## src/rtl/demux2_sched_pkg.sv

```systemverilog
// demux2_sched_pkg
//   Shared types and constants for the two-way demux steering controller.
//   state_t    : handshake FSM states (IDLE, REQ, RTZ).
//   SEL0, SEL1 : values of the steering bit that select output 0 and output 1.
package demux2_sched_pkg;

  typedef enum logic [1:0] {
    IDLE = 2'd0,
    REQ  = 2'd1,
    RTZ  = 2'd2
  } state_t;

  localparam logic SEL0 = 1'b0;
  localparam logic SEL1 = 1'b1;

endpackage

```

## src/rtl/sync2.sv

```systemverilog
// sync2
//   Generic two-flop synchronizer for a single-bit level signal.
//   The output follows the input two clock edges later.
//   Ports:
//     clk : clock
//     rst : synchronous active-high reset, clears both stages
//     d   : asynchronous input level
//     q   : synchronized output level
module sync2 (
  input  logic clk,
  input  logic rst,
  input  logic d,
  output logic q
);

  logic meta;

  // Two back-to-back stages give the first flop a full cycle to resolve.
  always_ff @(posedge clk) begin
    if (rst) begin
      meta <= 1'b0;
      q    <= 1'b0;
    end else begin
      meta <= d;
      q    <= meta;
    end
  end

endmodule

```

## src/rtl/demux2_sched.sv

```systemverilog
// demux2_sched
//   Clocked steering controller for a two-way self-timed demux. It issues a
//   4-phase control token (rctl_o/dctl_o), waits for the acknowledge (actl_i),
//   and chooses output 0 or 1 for each token by weighted round-robin, gated by
//   per-output credit counters that downstream consumers replenish.
//
//   Optional build macro DEMUX2_SCHED_SYNC_ACK_EN: when defined, actl_i passes
//   through a two-flop synchronizer (sync2); otherwise actl_i is used directly
//   and must come from clk-synchronous logic.
//
//   Ports:
//     clk     : clock
//     rst     : synchronous active-high reset
//     en_i    : permits new tokens, sampled only in IDLE
//     rctl_o  : registered control request to the demux
//     dctl_o  : registered steering bit (0 = output 0, 1 = output 1)
//     actl_i  : control acknowledge from the demux
//     cred0_i : one-cycle credit return pulse for output 0
//     cred1_i : one-cycle credit return pulse for output 1
//     cnt0_o  : registered credit count, output 0
//     cnt1_o  : registered credit count, output 1
//     busy_o  : high whenever the FSM is not in IDLE
//     err_o   : sticky credit-overflow flag, cleared only by rst
module demux2_sched
  import demux2_sched_pkg::*;
#(
  parameter int CW    = 4,
  parameter int CRED0 = 4,
  parameter int CRED1 = 4,
  parameter int W0    = 1,
  parameter int W1    = 1
) (
  input  logic          clk,
  input  logic          rst,
  input  logic          en_i,
  output logic          rctl_o,
  output logic          dctl_o,
  input  logic          actl_i,
  input  logic          cred0_i,
  input  logic          cred1_i,
  output logic [CW-1:0] cnt0_o,
  output logic [CW-1:0] cnt1_o,
  output logic          busy_o,
  output logic          err_o
);

  // Burst counter must hold the larger of the two weights.
  localparam int WMAX = (W0 > W1) ? W0 : W1;
  localparam int BW   = $clog2(WMAX + 1);

  localparam logic [CW-1:0] CMAX    = {CW{1'b1}};
  localparam logic [CW-1:0] CONE    = CW'(1);
  localparam logic [CW-1:0] CRED0_L = CW'(CRED0);
  localparam logic [CW-1:0] CRED1_L = CW'(CRED1);
  localparam logic [BW-1:0] BONE    = BW'(1);
  localparam logic [BW-1:0] W0_L    = BW'(W0);
  localparam logic [BW-1:0] W1_L    = BW'(W1);

  state_t          state;
  state_t          state_next;
  logic            ack_s;
  logic [CW-1:0]   cnt0;
  logic [CW-1:0]   cnt1;
  logic            pref;
  logic [BW-1:0]   burst;
  logic            err;

  logic            issue;
  logic            side;
  logic            pref_next;
  logic [BW-1:0]   burst_next;
  logic            launch;
  logic            rctl_next;
  logic            dctl_next;
  logic            dec0;
  logic            dec1;

`ifdef DEMUX2_SCHED_SYNC_ACK_EN
  sync2 u_ack_sync (
    .clk (clk),
    .rst (rst),
    .d   (actl_i),
    .q   (ack_s)
  );
`else
  assign ack_s = actl_i;
`endif

  // Weighted round-robin choice. The preferred side keeps the token until
  // its burst reaches its weight; then the other side is offered. If the
  // other side has no credit, the preferred side starts a fresh burst.
  always_comb begin
    logic          pref_has;
    logic          other_has;
    logic [BW-1:0] pref_w;
    pref_has   = pref ? (cnt1 != '0) : (cnt0 != '0);
    other_has  = pref ? (cnt0 != '0) : (cnt1 != '0);
    pref_w     = pref ? W1_L : W0_L;
    issue      = 1'b0;
    side       = pref;
    pref_next  = pref;
    burst_next = burst;
    if (pref_has && (burst < pref_w)) begin
      issue      = 1'b1;
      side       = pref;
      burst_next = burst + BONE;
    end else if (other_has) begin
      issue      = 1'b1;
      side       = ~pref;
      pref_next  = ~pref;
      burst_next = BONE;
    end else if (pref_has) begin
      issue      = 1'b1;
      side       = pref;
      burst_next = BONE;
    end
  end

  assign launch = (state == IDLE) && en_i && issue;
  assign dec0   = launch && (side == SEL0);
  assign dec1   = launch && (side == SEL1);

  // State register, together with the registered handshake outputs and the
  // round-robin bookkeeping that only advances when a token is launched.
  always_ff @(posedge clk) begin
    if (rst) begin
      state  <= IDLE;
      rctl_o <= 1'b0;
      dctl_o <= SEL0;
      pref   <= SEL0;
      burst  <= '0;
    end else begin
      state  <= state_next;
      rctl_o <= rctl_next;
      dctl_o <= dctl_next;
      if (launch) begin
        pref  <= pref_next;
        burst <= burst_next;
      end
    end
  end

  // Next-state logic for the 4-phase handshake.
  always_comb begin
    state_next = state;
    case (state)
      IDLE:    if (launch) state_next = REQ;
      REQ:     if (ack_s)  state_next = RTZ;
      RTZ:     if (!ack_s) state_next = IDLE;
      default: state_next = IDLE;
    endcase
  end

  // Output logic: dctl only moves at launch, when rctl and ack are both low,
  // so the steering bit is stable for the whole handshake.
  always_comb begin
    rctl_next = rctl_o;
    dctl_next = dctl_o;
    case (state)
      IDLE: begin
        if (launch) begin
          rctl_next = 1'b1;
          dctl_next = side;
        end
      end
      REQ: begin
        if (ack_s) rctl_next = 1'b0;
      end
      default: begin
        rctl_next = rctl_o;
      end
    endcase
  end

  // Credit counters. A return and an issue on the same edge cancel out.
  // A return into a full counter saturates and raises the sticky error.
  always_ff @(posedge clk) begin
    if (rst) begin
      cnt0 <= CRED0_L;
      cnt1 <= CRED1_L;
      err  <= 1'b0;
    end else begin
      if (cred0_i && !dec0) begin
        if (cnt0 == CMAX) err <= 1'b1;
        else              cnt0 <= cnt0 + CONE;
      end else if (dec0 && !cred0_i) begin
        cnt0 <= cnt0 - CONE;
      end
      if (cred1_i && !dec1) begin
        if (cnt1 == CMAX) err <= 1'b1;
        else              cnt1 <= cnt1 + CONE;
      end else if (dec1 && !cred1_i) begin
        cnt1 <= cnt1 - CONE;
      end
    end
  end

  assign cnt0_o = cnt0;
  assign cnt1_o = cnt1;
  assign busy_o = (state != IDLE);
  assign err_o  = err;

endmodule

```

## config.mk

```make
export PLATFORM = sky130hd
export DESIGN_NAME = demux2_sched
export DESIGN_NICKNAME = d
export VERILOG_FILES = /design/src/rtl/demux2_sched_pkg.sv /design/src/rtl/sync2.sv /design/src/rtl/demux2_sched.sv
export SDC_FILE = /design/constraint.sdc
export NUM_CORES = 1
export LEC_CHECK = 0
export BUFFER_PORTS_ARGS = -buffer_cell sky130_fd_sc_hd__buf_2
export CORE_UTILIZATION = 55
export CTS_CLUSTER_SIZE = 24
export DETAILED_ROUTE_END_ITERATION = 8
export PLACE_DENSITY = 0.88
export SLEW_MARGIN = 20
export SYNTH_ARGS = -nofsm -noshare
export SYNTH_HDL_FRONTEND = slang
export SYNTH_SLANG_ARGS = --single-unit
```

## constraint.sdc

```tcl
create_clock -name clk -period 5.37 [get_ports clk]
set_input_delay 0.537 -clock clk [delete_from_list [all_inputs] [get_ports clk]]
set_output_delay 0.537 -clock clk [all_outputs]
set_load 0.01 [all_outputs]
```

==> results.sh, run 1 <==
export IMPL_postLayoutCoreUtil=0.674
export IMPL_worstPathMaxFanout=7
export IMPL_io_buffers=17
export IMPL_cp_required_ns=5.56
export IMPL_tns_ns=0
export IMPL_drv_cap=0
export IMPL_maxSlewHeadroom=0.652
export IMPL_cts_setup_buffers=0
export IMPL_fin_nets=127
export IMPL_vias_per_cell=6.01
export IMPL_cts_max_level=1
export IMPL_avgSynthCellArea_um2=9.38
export IMPL_p_leak_nw=0.485
export IMPL_antenna_found_initial=0
export IMPL_dr_pass1_iters=6
export IMPL_setup_violations=0
export IMPL_ant_nets=0
export IMPL_cp_end_kind="flip-flop"
export IMPL_grt_first_pass_wirelength_mm=3.11
export IMPL_route_detailed_drc=1
export IMPL_cts_buffers=3
export IMPL_p_per_area_nw_per_um2=401
export IMPL_finalPower_uw=408
export IMPL_root_buffer="clkbuf_4"
export IMPL_grt_usage=0.231
export IMPL_critPathBufInv=0
export IMPL_cts_hold_fix_buffers=0
export IMPL_yosysTopAreaCellShare=0.337
export IMPL_fin_crit_ns=2.67
export IMPL_worst_pin_slew_ns=0.518
export IMPL_num_rows=14
export IMPL_synthCells=95
export IMPL_cts_sinks=15
export IMPL_rsz0062_at_grt="no"
export IMPL_vias=781
export IMPL_synth_nets=107
export IMPL_overflow=0
export IMPL_synth_cell_types=30
export IMPL_path_depth=8
export IMPL_clk_latency_ns=0.29
export IMPL_core_region_area_um2=1510
export IMPL_path_delay_family="simple AND/OR/NAND/NOR gates"
export IMPL_crit_chain="or4_4 > a211o_2 > nand2_1 > ha_1 > a21oi_1 > a211oi_1 > mux2i_1 > mux2_2"
export IMPL_synth_seq_cells=15
export IMPL_ys_seq_area_frac=0.337
export IMPL_critical_path_class="flip-flop to flip-flop"
export IMPL_n_antenna_cell=0
export IMPL_cts_resized=0
export IMPL_hold_class="flip-flop to flip-flop"
export IMPL_clock_path_buffers=2
export IMPL_areaGrowthSynthToFinish_pct=14.0
export IMPL_ys_warn_count=0
export IMPL_hold_depth=1
export IMPL_ir_drop_mv=0.229
export IMPL_wire_per_inst_um=14.0
export IMPL_cp_slowest_cell="or4_4"
export IMPL_status="finished, violations left"
export IMPL_die_area_um2=1780
export IMPL_yosys_top_cells_area="dfxtp_1 (34%), mux2i_1 (7.9%), nor2_1 (6.7%), ha_1 (5.6%), fa_1 (4.5%)"
export IMPL_critPathArrivalTime_ns=2.86
export IMPL_fin_crit_sh=0.498
export IMPL_cts_tree="yes"
export IMPL_die_x_um=42.2
export IMPL_drv_slew=0
export IMPL_cp_start_kind="flip-flop"
export IMPL_initial_core_util=0.591
export IMPL_dp_hpwl_mm=1.33
export IMPL_failed_checks="design-rule violations"
export IMPL_wirelength_mm=1.82
export IMPL_fmax_mhz=374
export IMPL_drt_iter0_markers=22
export IMPL_finalHoldViolCount=0
export IMPL_final_layout_size_suffix_gt1_frac=0.254
export IMPL_r2r_cells=8
export IMPL_synth_top_area_cell="dfxtp_1"
export IMPL_grt_pass1_vias=708
export IMPL_path_clk_slew_ns=0.10
export IMPL_ioPinCount=18
export IMPL_cp_slowest_stage_delay_ns=0.56
export IMPL_grt_max_degree=23
export IMPL_fin_skew_ns=0.00865
export IMPL_gp_congestion=0.753
export IMPL_mappedNetlistArea_um2=891
export IMPL_die_h_um=42.2
==> Yosys cell counts <==
| library cell | n |
|---|---|
| or4_4 | 1 |
| nor2_1 | 16 |
| mux2i_1 | 7 |
| mux2_2 | 3 |
| nand2_1 | 2 |
| xor2_1 | 3 |
| mux2_4 | 1 |
| or2b_1 | 1 |
| fa_1 | 2 |
| nor2b_1 | 5 |
| mux2i_4 | 1 |
| and4_1 | 2 |
| clkbuf_1 | 2 |
| nand3_1 | 3 |
| a31oi_1 | 1 |
| o2111ai_1 | 1 |
| or3b_2 | 1 |
| a211oi_1 | 2 |
| ha_1 | 4 |
| dfxtp_1 | 15 |
| nor3b_1 | 2 |
| xnor2_1 | 1 |
| nand2b_1 | 3 |
| a21oi_1 | 5 |
| nand3b_1 | 1 |
| nor4_1 | 2 |
| inv_1 | 3 |
| a211o_2 | 1 |
| o21a_1 | 2 |
| and3_1 | 2 |
==> cell type report <==
type | instances | area (um2)
clock buffer | 3 | 22.5
clock inverter | 1 | 5.00
fill | 129 | 490
inverter | 3 | 11.3
multi-input combinational | 75 | 572
sequential | 15 | 300
tap | 16 | 20.0
timing repair buffer | 17 | 85.1
==> placed cells by master, fill, tap and decap left out, drive strengths merged <==
| cell | instances |
|---|---|
| a211o | 1 |
| a211oi | 2 |
| a21oi | 5 |
| a31oi | 1 |
| and3 | 2 |
| and4 | 2 |
| buf | 17 |
| clkbuf | 3 |
| clkinv | 1 |
| dfxtp | 15 |
| fa | 2 |
| ha | 4 |
| inv | 3 |
| mux2 | 4 |
| mux2i | 8 |
| nand2 | 2 |
| nand2b | 3 |
| nand3 | 3 |
| nand3b | 1 |
| nor2 | 16 |
| nor2b | 5 |
| nor3b | 2 |
| nor4 | 2 |
| o2111ai | 1 |
| o21a | 2 |
| or2b | 1 |
| or3b | 1 |
| or4 | 1 |
| xnor2 | 1 |
| xor2 | 3 |
==> per-stage QoR <==
| step | setup WS, ns | hold slack (ns) | instances | cell area, um2 |
|---|---|---|---|---|
| finish | 2.70 | 0.477 | 130 | 1020 |
| global route | 2.48 | 0.507 | 130 | 1020 |
| CTS | 2.70 | 0.480 | 130 | 1020 |
| detailed placement | 2.59 | 0.454 | 126 | 988 |
| global placement | 2.69 | 0.447 | 126 | 988 |
| floorplan | 2.84 | 0.460 | 95 | 891 |
==> power by group <==
part / switching, mW / internal, mW
combinational: 0.0849 / 0.0863
clock: 0.0389 / 0.0276
sequential: 0.0341 / 0.136
total: 0.158 / 0.250
==> per-layer routing <==
metal	vias up	GRT usage	wire length [um]
met4	0	0.144	46
met3	8	0.0388	76
met1	372	0.284	807
li1	374	-	-
met5	-	0	0
met2	27	0.372	894
==> path summary, 6_finish.rpt <==
| kind | start | end | slack (ns) |
|---|---|---|---|
| setup / recovery | cnt1_o[1]$_SDFFE_PP0P_ | cnt0_o[3]$_SDFFE_PP0P_ | 2.70 |
| hold / removal | dctl_o$_SDFFE_PP0P_ | dctl_o$_SDFFE_PP0P_ | 0.48 |
| setup reg to reg | cnt1_o[1]$_SDFFE_PP0P_ | cnt0_o[3]$_SDFFE_PP0P_ | 2.70 |
| hold reg to reg | dctl_o$_SDFFE_PP0P_ | dctl_o$_SDFFE_PP0P_ | 0.48 |
==> cell families (layout without fill, tap and decap cells) <==
kind of cell | count (synthesis) | after routing | synth area share
mux | 12 | 12 | 0.159
buf+inv | 5 | 24 | 0.0211
compound gates | 12 | 12 | 0.0899
flops | 15 | 15 | 0.337
xor+xnor | 4 | 4 | 0.0393
simple gates | 41 | 41 | 0.253
fa+ha+maj | 6 | 6 | 0.101
==> registers in the layout, indices dropped and copies added (netlist names) <==
name / cells
rctl_o: 1
cnt1_o: 4
dctl_o: 1
burst: 1
cnt0_o: 4
err_o: 1
pref: 1
state: 2
==> worst register-to-register path: stages, from the launching register on <==
cell	delay [ns]
dfxtp_1	0.40
or4_4	0.56
a211o_2	0.38
nand2_1	0.15
ha_1	0.29
a21oi_1	0.18
a211oi_1	0.09
mux2i_1	0.18
mux2_2	0.35
Power figures use the tool's default switching activity.
==> run 2: changes to the inputs <==
- CORE_UTILIZATION: 55 -> 52
- PLACE_DENSITY: 0.88 -> 0.84
- clock period: 5.37 -> 2.5 ns (I/O delays scaled with it)
==> run 2 against run 1 <==
The run still ends with design-rule violations left; sequential cell count stayed put; non-clock buffer count up 8; worst setup slack got worse by 2.6 ns; clock power grew 120%; register-to-register slack worse by 2.6 ns; combinational power rose to 3.0 times the previous value; routed wire length is 5.6% higher; global-route usage down 0.87 points; die area increased by 5.5%; count of clock-buffer cells in the layout stayed put; total power increased by 150%; critical path type unchanged.
==> results.sh, run 2 (synthesis gave the netlist of run 1 again) <==
export IMPL_maxSlewHeadroom=0.746
export IMPL_vias=802
export IMPL_grt_usage=0.222
export IMPL_dr_pass1_iters=6
export IMPL_fin_skew_ns=0.00670
export IMPL_fin_crit_ns=2.38
export IMPL_grt_max_degree=23
export IMPL_cp_start_kind="flip-flop"
export IMPL_ir_drop_mv=0.512
export IMPL_num_rows=14
export IMPL_cp_end_kind="flip-flop"
export IMPL_drv_slew=0
export IMPL_root_buffer="clkbuf_4"
export IMPL_cts_max_level=1
export IMPL_critical_path_class="flip-flop to flip-flop"
export IMPL_cts_tree="yes"
export IMPL_die_x_um=43.4
export IMPL_n_antenna_cell=0
export IMPL_instances_no_fill=138
export IMPL_ant_nets=0
export IMPL_hold_class="input port to flip-flop"
export IMPL_fmax_mhz=419
export IMPL_rsz0062_at_grt="no"
export IMPL_gp_congestion=0.886
export IMPL_final_layout_size_suffix_gt1_frac=0.377
export IMPL_layout_common_cells="buf_2 (17), nor2_1 (16), dfxtp_1 (14)"
export IMPL_place_ws_ns=-0.0208
export IMPL_areaGrowthSynthToFinish_pct=27.4
export IMPL_die_area_um2=1880
export IMPL_clock_path_buffers=2
export IMPL_initial_core_util=0.571
export IMPL_drv_cap=0
export IMPL_worstPathMaxFanout=3
export IMPL_fill_cells=111
export IMPL_failed_checks="design-rule violations"
export IMPL_path_clk_slew_ns=0.10
export IMPL_dp_cells=134
export IMPL_wire_per_inst_um=14.0
export IMPL_grt_first_pass_wirelength_mm=3.10
export IMPL_cts_sinks=15
export IMPL_cts_setup_buffers=0
export IMPL_setup_violations=0
export IMPL_setup_ws_ns=0.116
export IMPL_cp_required_ns=2.69
export IMPL_ioPinCount=18
export IMPL_die_h_um=43.4
export IMPL_grt_pass1_vias=721
export IMPL_drt_iter0_markers=21
export IMPL_overflow=0
export IMPL_fin_nets=135
export IMPL_core_region_area_um2=1560
export IMPL_cts_buffers=3
export IMPL_fin_crit_sh=0.954
export IMPL_critPathArrivalTime_ns=2.57
export IMPL_worst_pin_slew_ns=0.371
export IMPL_clk_latency_ns=0.29
export IMPL_antenna_found_initial=0
export IMPL_io_buffers=17
export IMPL_finalPower_mw=1.00
export IMPL_vias_per_cell=5.81
export IMPL_route_detailed_drc=4
export IMPL_status="finished, violations left"
export IMPL_final_common_cell="buf_2"
export IMPL_finalHoldViolCount=0
export IMPL_p_per_area_nw_per_um2=883
export IMPL_wirelength_mm=1.93
export IMPL_dp_hpwl_mm=1.37
export IMPL_p_leak_nw=0.530
## run 2: changes by cell type in the layout (fill, tap and decap cells not counted), sizes merged
cell / previous run / this run
buf: 17 / 25
## run 2: final timing paths
path                            depth (start not counted)              startpoint  slack, ns                      to
worst max-delay path                                    8  cnt1_o[2]$_SDFFE_PP1P_       0.12  cnt0_o[3]$_SDFFE_PP0P_
worst min-delay path                                    2                  actl_i       0.22   state[1]$_SDFFE_PP0P_
worst max register to register                          8  cnt1_o[2]$_SDFFE_PP1P_       0.12  cnt0_o[3]$_SDFFE_PP0P_
worst min register to register                          1     dctl_o$_SDFFE_PP0P_       0.47     dctl_o$_SDFFE_PP0P_
## run 2: repair_timing
action / in CTS / in global routing
resized for setup: 2 / 6
setup endpoints to repair: 2 / 2
pin swaps: 0 / 0
hold buffers: 0 / 0
## run 2: power breakdown
part | switching (mW) | internal [mW]
combinational | 0.250 | 0.265
clock | 0.0865 | 0.0596
sequential | 0.0491 | 0.292
## run 2: per-layer routing
| layer | up-vias | part of all wire | global-route usage |
|---|---|---|---|
| met5 | - | 0 | 0 |
| met4 | 0 | 0.014 | 0.0938 |
| met3 | 5 | 0.040 | 0.0417 |
| met2 | 19 | 0.50 | 0.373 |
| met1 | 386 | 0.45 | 0.280 |
| li1 | 392 | - | - |
## run 2: layout make-up
class	instances	area [um2]	area share
Clock buffer	3	22.5	0.0198
Multi-Input combinational cell	75	629	0.555
Sequential cell	15	302	0.266
Timing Repair Buffer	25	145	0.128
Tap cell	16	20.0	0.0176
Clock inverter	1	5.00	0.00441
Inverter	3	11.3	0.00992
## run 2: per-stage QoR
stage	util	setup TNS (ns)	area, um2	hold WS (ns)
detailed placement	0.678	-0.0208	1060	0.453
finish	0.728	0	1130	0.224
global placement	0.678	0	1060	0.444
global route	0.728	0	1130	0.226
floorplan	-	0	900	0.398
CTS	0.701	0	1090	0.228
## run 2: critical path: stages, from the launching register on
cell and delay (ns):
dfxtp_1 0.34, or4_4 0.54, a211o_4 0.34, nand2_2 0.13, ha_4 0.23, a21oi_2 0.13, a211oi_1 0.08, mux2i_1 0.15
mux2_2 0.34
==> run 3: changes to the inputs <==
- CORE_MARGIN: unset -> 1.5
- CORE_UTILIZATION: 52 -> 35
- PLACE_DENSITY: 0.84 -> 0.63
==> run 3 against run 2 <==
Critical path depth is the same; count of clock-buffer cells in the layout stayed put; first-iteration DRC count decreased by 38%; sequential power about the same; clock skew up 0.00083 ns; final area grew 0.99%; the flow now finishes without violations; maximum frequency grew 0.54%; combinational power shrank 1%; final cell count rose by 10%; via count fell by 3.4%; sequential share of layout area decreased by 0.26 points; highest routed layer unchanged; largest power group unchanged; largest cell class unchanged.
==> results.sh, run 3 (synthesis gave the netlist of run 1 again) <==
export IMPL_status="completed"
export IMPL_gp_congestion=0.797
export IMPL_fin_nets=135
export IMPL_min_from="actl_i"
export IMPL_cp_required_ns=2.68
export IMPL_path_delay_family="simple AND/OR/NAND/NOR gates"
export IMPL_power_share_switching=0.375
export IMPL_antenna_found_initial=0
export IMPL_vias_per_cell=5.10
export IMPL_fin_skew_ns=0.00753
export IMPL_overflow=0
export IMPL_setup_violations=0
export IMPL_vias=775
export IMPL_grt_first_pass_wirelength_mm=2.90
export IMPL_finalHoldViolCount=0
export IMPL_rsz0062_at_grt="no"
export IMPL_ir_drop_mv=0.440
export IMPL_p_comb_frac=0.515
export IMPL_place_area_um2=1070
export IMPL_place_ws_ns=0.0423
export IMPL_r2r_cells=8
export IMPL_grt_max_degree=23
export IMPL_clockPowerShare=0.140
export IMPL_final_layout_size_suffix_gt1_frac=0.369
export IMPL_num_rows=18
export IMPL_cts_setup_buffers=0
export IMPL_tns_ns=0
export IMPL_cts_sinks=15
export IMPL_wirelength_mm=1.90
export IMPL_worstSetupStartpoint="cnt1_o[1]$_SDFFE_PP0P_"
export IMPL_p_leak_nw=0.528
export IMPL_p_seq_frac=0.345
export IMPL_drt_iter0_markers=13
export IMPL_layout_common_cells="buf_2 (17), nor2_1 (16), dfxtp_1 (14)"
export IMPL_final_cell_area_um2=1150
export IMPL_core_region_area_um2=2430
export IMPL_die_x_um=53.5
export IMPL_worstPathMaxFanout=3
export IMPL_fill_cells=231
export IMPL_fin_crit_ns=2.37
export IMPL_hold_slack_ns=0.247
export IMPL_finalPower_uw=986
export IMPL_cp_start_kind="flip-flop"
export IMPL_p_per_area_nw_per_um2=861
export IMPL_power_internal_uw=616
export IMPL_critPathArrivalTime_ns=2.55
export IMPL_root_buffer="clkbuf_4"
export IMPL_grt_pass1_vias=709
export IMPL_clk_latency_ns=0.29
export IMPL_dp_hpwl_mm=1.37
export IMPL_cp_end_kind="flip-flop"
export IMPL_hold_class="input port to flip-flop"
export IMPL_crit_chain="or4_4 > a211o_4 > nand2_2 > ha_4 > a21oi_2 > a211oi_1 > mux2i_1 > mux2_2"
export IMPL_fin_crit_sh=0.949
export IMPL_die_area_um2=2860
export IMPL_switching_power_uw=370
export IMPL_ant_nets=0
export IMPL_final_common_cell="buf_2"
export IMPL_fmax_mhz=422
export IMPL_cts_hold_fix_buffers=0
export IMPL_path_depth=8
export IMPL_ioPinCount=18
export IMPL_critPathCapture="cnt0_o[3]$_SDFFE_PP0P_"
export IMPL_wire_per_inst_um=12.5
export IMPL_setup_ws_ns=0.129
export IMPL_maxSlewHeadroom=0.695
export IMPL_route_detailed_drc=0
export IMPL_rr_startpoint="cnt1_o[1]$_SDFFE_PP0P_"
export IMPL_areaGrowthSynthToFinish_pct=28.7
export IMPL_grt_usage=0.140
export IMPL_cp_slowest_cell="or4_4"
export IMPL_cp_slowest_stage_delay_ns=0.54
export IMPL_critical_path_class="flip-flop to flip-flop"
export IMPL_critPathBufInv=0
export IMPL_path_clk_slew_ns=0.09
export IMPL_clock_path_buffers=2
export IMPL_cts_buffers=3
export IMPL_io_buffers=17
export IMPL_drv_slew=0
export IMPL_r2r_end="cnt0_o[3]$_SDFFE_PP0P_"
export IMPL_drv_cap=0
export IMPL_cts_tree="yes"
export IMPL_r2r_slack_ns=0.13
export IMPL_cts_max_level=1
export IMPL_die_h_um=53.5
export IMPL_initial_core_util=0.366
export IMPL_n_antenna_cell=0
export IMPL_cts_resized=0
export IMPL_dr_pass1_iters=4
export IMPL_worst_pin_slew_ns=0.444
run 3: changes by cell type in the layout (fill, tap and decap cells not counted):
| cell | before | now |
|---|---|---|
| nor4_2 | 1 | 0 |
| nor4_1 | 1 | 2 |
run 3: routing by layer:
layer  GRT usage  share of wire  vias to the layer above
met5           0              0                        -
met4      0.0641          0.014                        0
met3      0.0452          0.032                        4
met2       0.235           0.51                       13
met1       0.160           0.44                      368
li1            -              -                      390
run 3: power by group through the flow:
stage | registers (mW) | clock network, mW | logic [mW]
finish | 0.340 | 0.138 | 0.508
detailed placement | 0.342 | 0 | 0.454
floorplan | 0.378 | 0 | 0.258
global route | 0.349 | 0.157 | 0.564
CTS | 0.337 | 0.147 | 0.456
global placement | 0.341 | 0 | 0.440
run 3: how the worst min path moves through the flow:
| stage | end | slack, ns | depth (start not counted) |
|---|---|---|---|
| global placement | dctl_o$_SDFFE_PP0P_ | 0.45 | 1 |
| floorplan | err_o$_SDFF_PP0_ | 0.40 | 2 |
| CTS | state[1]$_SDFFE_PP0P_ | 0.23 | 2 |
| finish | state[1]$_SDFFE_PP0P_ | 0.25 | 2 |
| global route | state[1]$_SDFFE_PP0P_ | 0.24 | 2 |
| detailed placement | dctl_o$_SDFFE_PP0P_ | 0.45 | 1 |
run 3: cell type report:
type | instances | area [um2] | share of cell area
clock buffer | 3 | 22.5 | 0.0197
clock inverter | 1 | 5.00 | 0.00437
inverter | 3 | 11.3 | 0.00983
multi-input combinational | 75 | 623 | 0.544
sequential | 15 | 302 | 0.263
tap | 30 | 37.5 | 0.0328
timing repair buffer | 25 | 145 | 0.127
run 3: through the flow:
stage,utilization,cells
finish,0.471,152
global route,0.471,152
CTS,0.453,152
detailed placement,0.442,148
global placement,0.442,148
floorplan,-,95
